File: src/rtl/matriz_pkg.sv
// Shared definitions for the matrix loader and the determinant ALU:
// element geometry, size codes, FSM encoding and element-count helper.
package matriz_pkg;

  localparam int ELEM_W   = 8;
  localparam int MAX_N    = 5;
  localparam int MATRIZ_W = MAX_N * MAX_N * ELEM_W;
  localparam int CNT_W    = 5;

  localparam logic [1:0] TAM_2X2 = 2'b00;
  localparam logic [1:0] TAM_3X3 = 2'b01;
  localparam logic [1:0] TAM_4X4 = 2'b10;
  localparam logic [1:0] TAM_5X5 = 2'b11;

  typedef enum logic [1:0] {
    ST_IDLE = 2'b00,
    ST_LOAD = 2'b01,
    ST_HOLD = 2'b10
  } estado_t;

  function automatic logic [CNT_W-1:0] num_elementos(input logic [1:0] code);
    logic [CNT_W-1:0] n;
    case (code)
      TAM_2X2: n = 5'd4;
      TAM_3X3: n = 5'd9;
      TAM_4X4: n = 5'd16;
      TAM_5X5: n = 5'd25;
      default: n = 5'd25;
    endcase
    return n;
  endfunction

endpackage

File: src/rtl/contador_elementos.sv
// Element counter for the loader: clear, increment and terminal-count
// detection against the number of elements implied by the size code.
module contador_elementos
  import matriz_pkg::*;
(
  input  logic             clk,
  input  logic             rst_n,
  input  logic             clr,
  input  logic             inc,
  input  logic [1:0]       tamanho,
  output logic [CNT_W-1:0] count,
  output logic             terminal
);

  // Count register; clear wins over increment so it never passes 24
  always_ff @(posedge clk or negedge rst_n) begin
    if (!rst_n) begin
      count <= 5'd0;
    end else if (clr) begin
      count <= 5'd0;
    end else if (inc) begin
      count <= count + 5'd1;
    end else begin
      count <= count;
    end
  end

  assign terminal = (count == (num_elementos(tamanho) - 5'd1));

endmodule

File: src/rtl/carregador_matriz.sv
// Matrix loader: packs row-major signed elements into the 200-bit matrix
// word and offers it to the determinant stage under a valid/ack handshake.
module carregador_matriz
  import matriz_pkg::*;
(
  input  logic                clk,
  input  logic                rst_n,
  input  logic                start,
  input  logic [1:0]          tamanho_in,
  input  logic                abort,
  input  logic [ELEM_W-1:0]   elem_in,
  input  logic                elem_valid,
  output logic                elem_ready,
  output logic [MATRIZ_W-1:0] matriz,
  output logic [1:0]          tamanho_matriz,
  output logic                matriz_valid,
  input  logic                matriz_ack
);

  estado_t          state;
  logic [CNT_W-1:0] count;
  logic             terminal;
  logic             cnt_clr;
  logic             cnt_inc;

  // Counter control: clear on start, abort or the last transfer
  always_comb begin
    cnt_clr = 1'b0;
    cnt_inc = 1'b0;
    case (state)
      ST_IDLE: begin
        cnt_clr = start;
      end
      ST_LOAD: begin
        if (abort) begin
          cnt_clr = 1'b1;
        end else if (elem_valid) begin
          cnt_clr = terminal;
          cnt_inc = !terminal;
        end else begin
          cnt_inc = 1'b0;
        end
      end
      default: begin
        cnt_clr = 1'b0;
        cnt_inc = 1'b0;
      end
    endcase
  end

  contador_elementos u_contador (
    .clk      (clk),
    .rst_n    (rst_n),
    .clr      (cnt_clr),
    .inc      (cnt_inc),
    .tamanho  (tamanho_matriz),
    .count    (count),
    .terminal (terminal)
  );

  // Load FSM with registered handshake outputs and slot write-decode
  always_ff @(posedge clk or negedge rst_n) begin
    if (!rst_n) begin
      state          <= ST_IDLE;
      matriz         <= '0;
      tamanho_matriz <= 2'b00;
      elem_ready     <= 1'b0;
      matriz_valid   <= 1'b0;
    end else begin
      case (state)
        ST_IDLE: begin
          if (start) begin
            state          <= ST_LOAD;
            tamanho_matriz <= tamanho_in;
            matriz         <= '0;
            elem_ready     <= 1'b1;
          end
        end
        ST_LOAD: begin
          if (abort) begin
            state      <= ST_IDLE;
            matriz     <= '0;
            elem_ready <= 1'b0;
          end else if (elem_valid) begin
            for (int k = 0; k < MAX_N * MAX_N; k++) begin
              if (count == CNT_W'(k)) begin
                matriz[k*ELEM_W +: ELEM_W] <= elem_in;
              end
            end
            if (terminal) begin
              state        <= ST_HOLD;
              elem_ready   <= 1'b0;
              matriz_valid <= 1'b1;
            end
          end
        end
        ST_HOLD: begin
          // matriz stays intact after the ack until the next start
          if (matriz_ack) begin
            state        <= ST_IDLE;
            matriz_valid <= 1'b0;
          end
        end
        default: begin
          state        <= ST_IDLE;
          elem_ready   <= 1'b0;
          matriz_valid <= 1'b0;
        end
      endcase
    end
  end

endmodule

File: config.mk
export PLATFORM = sky130hd
export DESIGN_NAME = carregador_matriz
export DESIGN_NICKNAME = d
export VERILOG_FILES = /design/src/rtl/matriz_pkg.sv /design/src/rtl/contador_elementos.sv /design/src/rtl/carregador_matriz.sv
export SDC_FILE = /design/constraint.sdc
export NUM_CORES = 1
export LEC_CHECK = 0
export CORE_MARGIN = 3
export CORE_UTILIZATION = 50
export DETAILED_ROUTE_END_ITERATION = 12
export HOLD_SLACK_MARGIN = 0.02
export PLACE_DENSITY = 0.85
export SETUP_SLACK_MARGIN = 0.4
export SYNTH_ARGS = -nofsm -noshare
export SYNTH_HDL_FRONTEND = slang
export SYNTH_SLANG_ARGS = --single-unit
File: constraint.sdc
create_clock -name clk -period 2.81 [get_ports clk]
set_input_delay 0.562 -clock clk [delete_from_list [all_inputs] [get_ports clk]]
set_output_delay 0.562 -clock clk [all_outputs]
set_load 0.03 [all_outputs]
==> flow_summary.ini <==
[status]
status = finished, final reports clean

[timing]
max_clock_freq_ghz = 0.4505
finClkSkew_ns = 0.01139
slew-limit-headroom = 0.6260
finalHoldViolations = 0
rsz0062_at_grt = no
finalCritPeriodShare = 0.7900
slew_violations = 0
worstMarginPinSlew_ns = 0.5610
worst_slack_ns = 0.5901
layout_min_cycle_time_ns = 2.220
setup_viol = 0
tns_ns = 0

[floorplan]
die-height_um = 138.0
core_um2 = 16820
die_width_um = 138.0
rows = 47
die-area_um2 = 19050
start_util = 0.5182
pin_count = 220

[detailed_routing]
vias = 5657
avgRoutedWirePerCell_um = 23.47
drcViolationCount = 0
routed_wl_mm = 24.29
via_per_inst = 5.466
drt_first_pass_iters = 4
drt_iter0_drc = 241
ant_nets = 0

[synth]
synth_edf_count = 0
syn_area_per_cell_um2 = 15.65
synth_seq_cells = 211
synth-seq-area-share = 0.6059
ys.flop_type = dfrtp_1
syn_inst = 557
syn_area_um2 = 8715
synthArstFlopShare = 1.000
yosysTopAreaCell = dfrtp_1
synth_cell_types = 44
yosys.area.top_type_share = 0.6059
syn_nets = 578
synthTopCellsByArea = dfrtp_1, mux2_2, a21oi_4, mux2_4, nand2_1
ys_warn_count = 0

[global_routing]
antenna_found_initial = 0
grt_pass1_vias = 6211
grt_max_degree = 68
grt_remaining_overflow = 0
track_usage = 0.2521
grt_pass1_wl_mm = 38.16

[cts]
insertion_delay_ns = 0.51
cts_buffers = 23
cts-resized-gates = 0
cts_sinks = 211
hold_buffers = 0
post_cts_buffers = 0
cts_buffer_depth = 3
path_clk_slew_ns = 0.06
h-tree-depth = 1
cts_tree = yes
cts-root-buf = clkbuf_16

[placed_design]
dp_cells = 993
hpwl_mm = 16.51
dp_slack_ns = 0.2586
numPortBuffers = 219
place.gp.congestion = 0.8298

[finish]
final_cell_count_no_fill = 1035
diodes = 0
final_common_cell = clkdlybuf4s50_1
mostFrequentLayoutCells = clkdlybuf4s50_1, dfrtp_1, mux2_2, clkbuf_16
drive_gt1_frac = 0.3620
layout.nets = 819
syn_to_final_growth_pct = 38.55

[worst_hold_path]
hold_path.class = in2async

[power]
static-leakage-power_nw = 5.516
ir_drop_v = 0.0005817
powerDensity_nw_per_um2 = 781.9

[setup_path]
cp_max_fo = 6
r2r_cells = 5
worstReg2RegEnd = matriz[126]
crit_slowest_cell = clkdlybuf4s50_1
cp.buffers_inverters = 1
worstPathRequired_ns = 2.25
path_class = reg2out
worstReg2RegStart = u_contador.count[0]
crit_chain = clkdlybuf4s50_1
path_delay_family = buffers and inverters
critPathLaunchType = flop
ff2ff_setup_slack_ns = 0.65
cp-end-kind = output pin
slowest_delay_ns = 0.71
arrival_ns = 1.66

[job]
max-cap-violations = 0
[stage by stage]
stage / total power [mW] / instance area [um^2] / hold slack (ns) / util
2_1_floorplan: 5.167 / 8715 / 0.2664 / -
3_3_place_gp: 6.246 / 11260 / 0.4740 / 0.6695
3_5_place_dp: 6.322 / 11260 / 0.4766 / 0.6695
4_1_cts: 9.490 / 12070 / 0.06481 / 0.7174
5_1_grt: 9.758 / 12070 / 0.07977 / 0.7179
6_report: 9.440 / 12070 / 0.04985 / 0.7179
[worst max-delay path by stage]
stage,cells past startpoint,start,endpoint,slack [ns]
3_5_place_dp,6,abort,matriz[111],0.26
5_1_grt,1,tamanho_matriz[1],tamanho_matriz[1],0.53
2_1_floorplan,5,u_contador.count[0],matriz[120],0.94
3_3_place_gp,6,abort,matriz[107],0.28
4_1_cts,5,u_contador.count[0],matriz[126],0.47
6_report,1,tamanho_matriz[0],tamanho_matriz[0],0.59
[worst register-to-register path, stage by stage (launching register included)]
cell and delay (ns):
dfrtp_1 0.46, ha_1 0.35, and3_1 0.23, ha_1 0.21, o21bai_4 0.39, mux2_2 0.40
[layout make-up]
cell class,instances,area [um^2]
inverter,6,22.52
tap,220,275.3
clock buffer,36,694.4
timing repair buffer,241,2436
multi-input combinational,315,3253
sequential,211,5281
clock inverter,6,111.4
fill,1123,4745
[report_power, final]
part | switching (mW) | total [mW] | internal (mW)
clock network | 1.19 | 3.16 | 1.97
logic | 1.49 | 2.63 | 1.14
registers | 0.241 | 3.64 | 3.40
total | 2.93 | 9.44 | 6.51
[cells in the mapped netlist (2+ instances only)]
| cell | count |
|---|---|
| buf_6 | 4 |
| nor3b_4 | 2 |
| dfrtp_1 | 211 |
| mux2_1 | 4 |
| clkbuf_1 | 4 |
| and2b_1 | 2 |
| ha_1 | 5 |
| a21oi_2 | 4 |
| nor3_1 | 2 |
| nand2_1 | 21 |
| a21oi_1 | 4 |
| buf_1 | 4 |
| and2_0 | 4 |
| nand3_1 | 11 |
| xnor2_1 | 3 |
| buf_2 | 10 |
| inv_2 | 2 |
| inv_1 | 4 |
| a21oi_4 | 21 |
| mux2_4 | 8 |
| nor2_1 | 9 |
| o21ai_0 | 3 |
| and2_1 | 4 |
| a21boi_0 | 2 |
| mux2_2 | 190 |
[state kept, by name, indices dropped and copies added (netlist names)]
register	count
u_contador.count	5
state	2
matriz_valid	1
tamanho_matriz	2
elem_ready	1
matriz	200
[routing by layer]
layer / vias up / wire length, um / track usage
met2: 182 / 12460 / 0.4386
met4: 0 / 651 / 0.06552
met3: 42 / 1283 / 0.05905
li1: 2452 / - / -
met5: - / 0 / 0
met1: 2981 / 9894 / 0.3201
[cell families after synthesis]
| group | count (synthesis) | synth area share |
|---|---|---|
| compound gates | 41 | 0.05686 |
| xor+xnor | 3 | 0.003016 |
| fa+ha+maj | 5 | 0.007179 |
| buf+inv | 31 | 0.02182 |
| flops | 211 | 0.6059 |
| mux | 203 | 0.2656 |
| simple gates | 63 | 0.03963 |
Note: power is estimated with default switching activity, not from simulation.
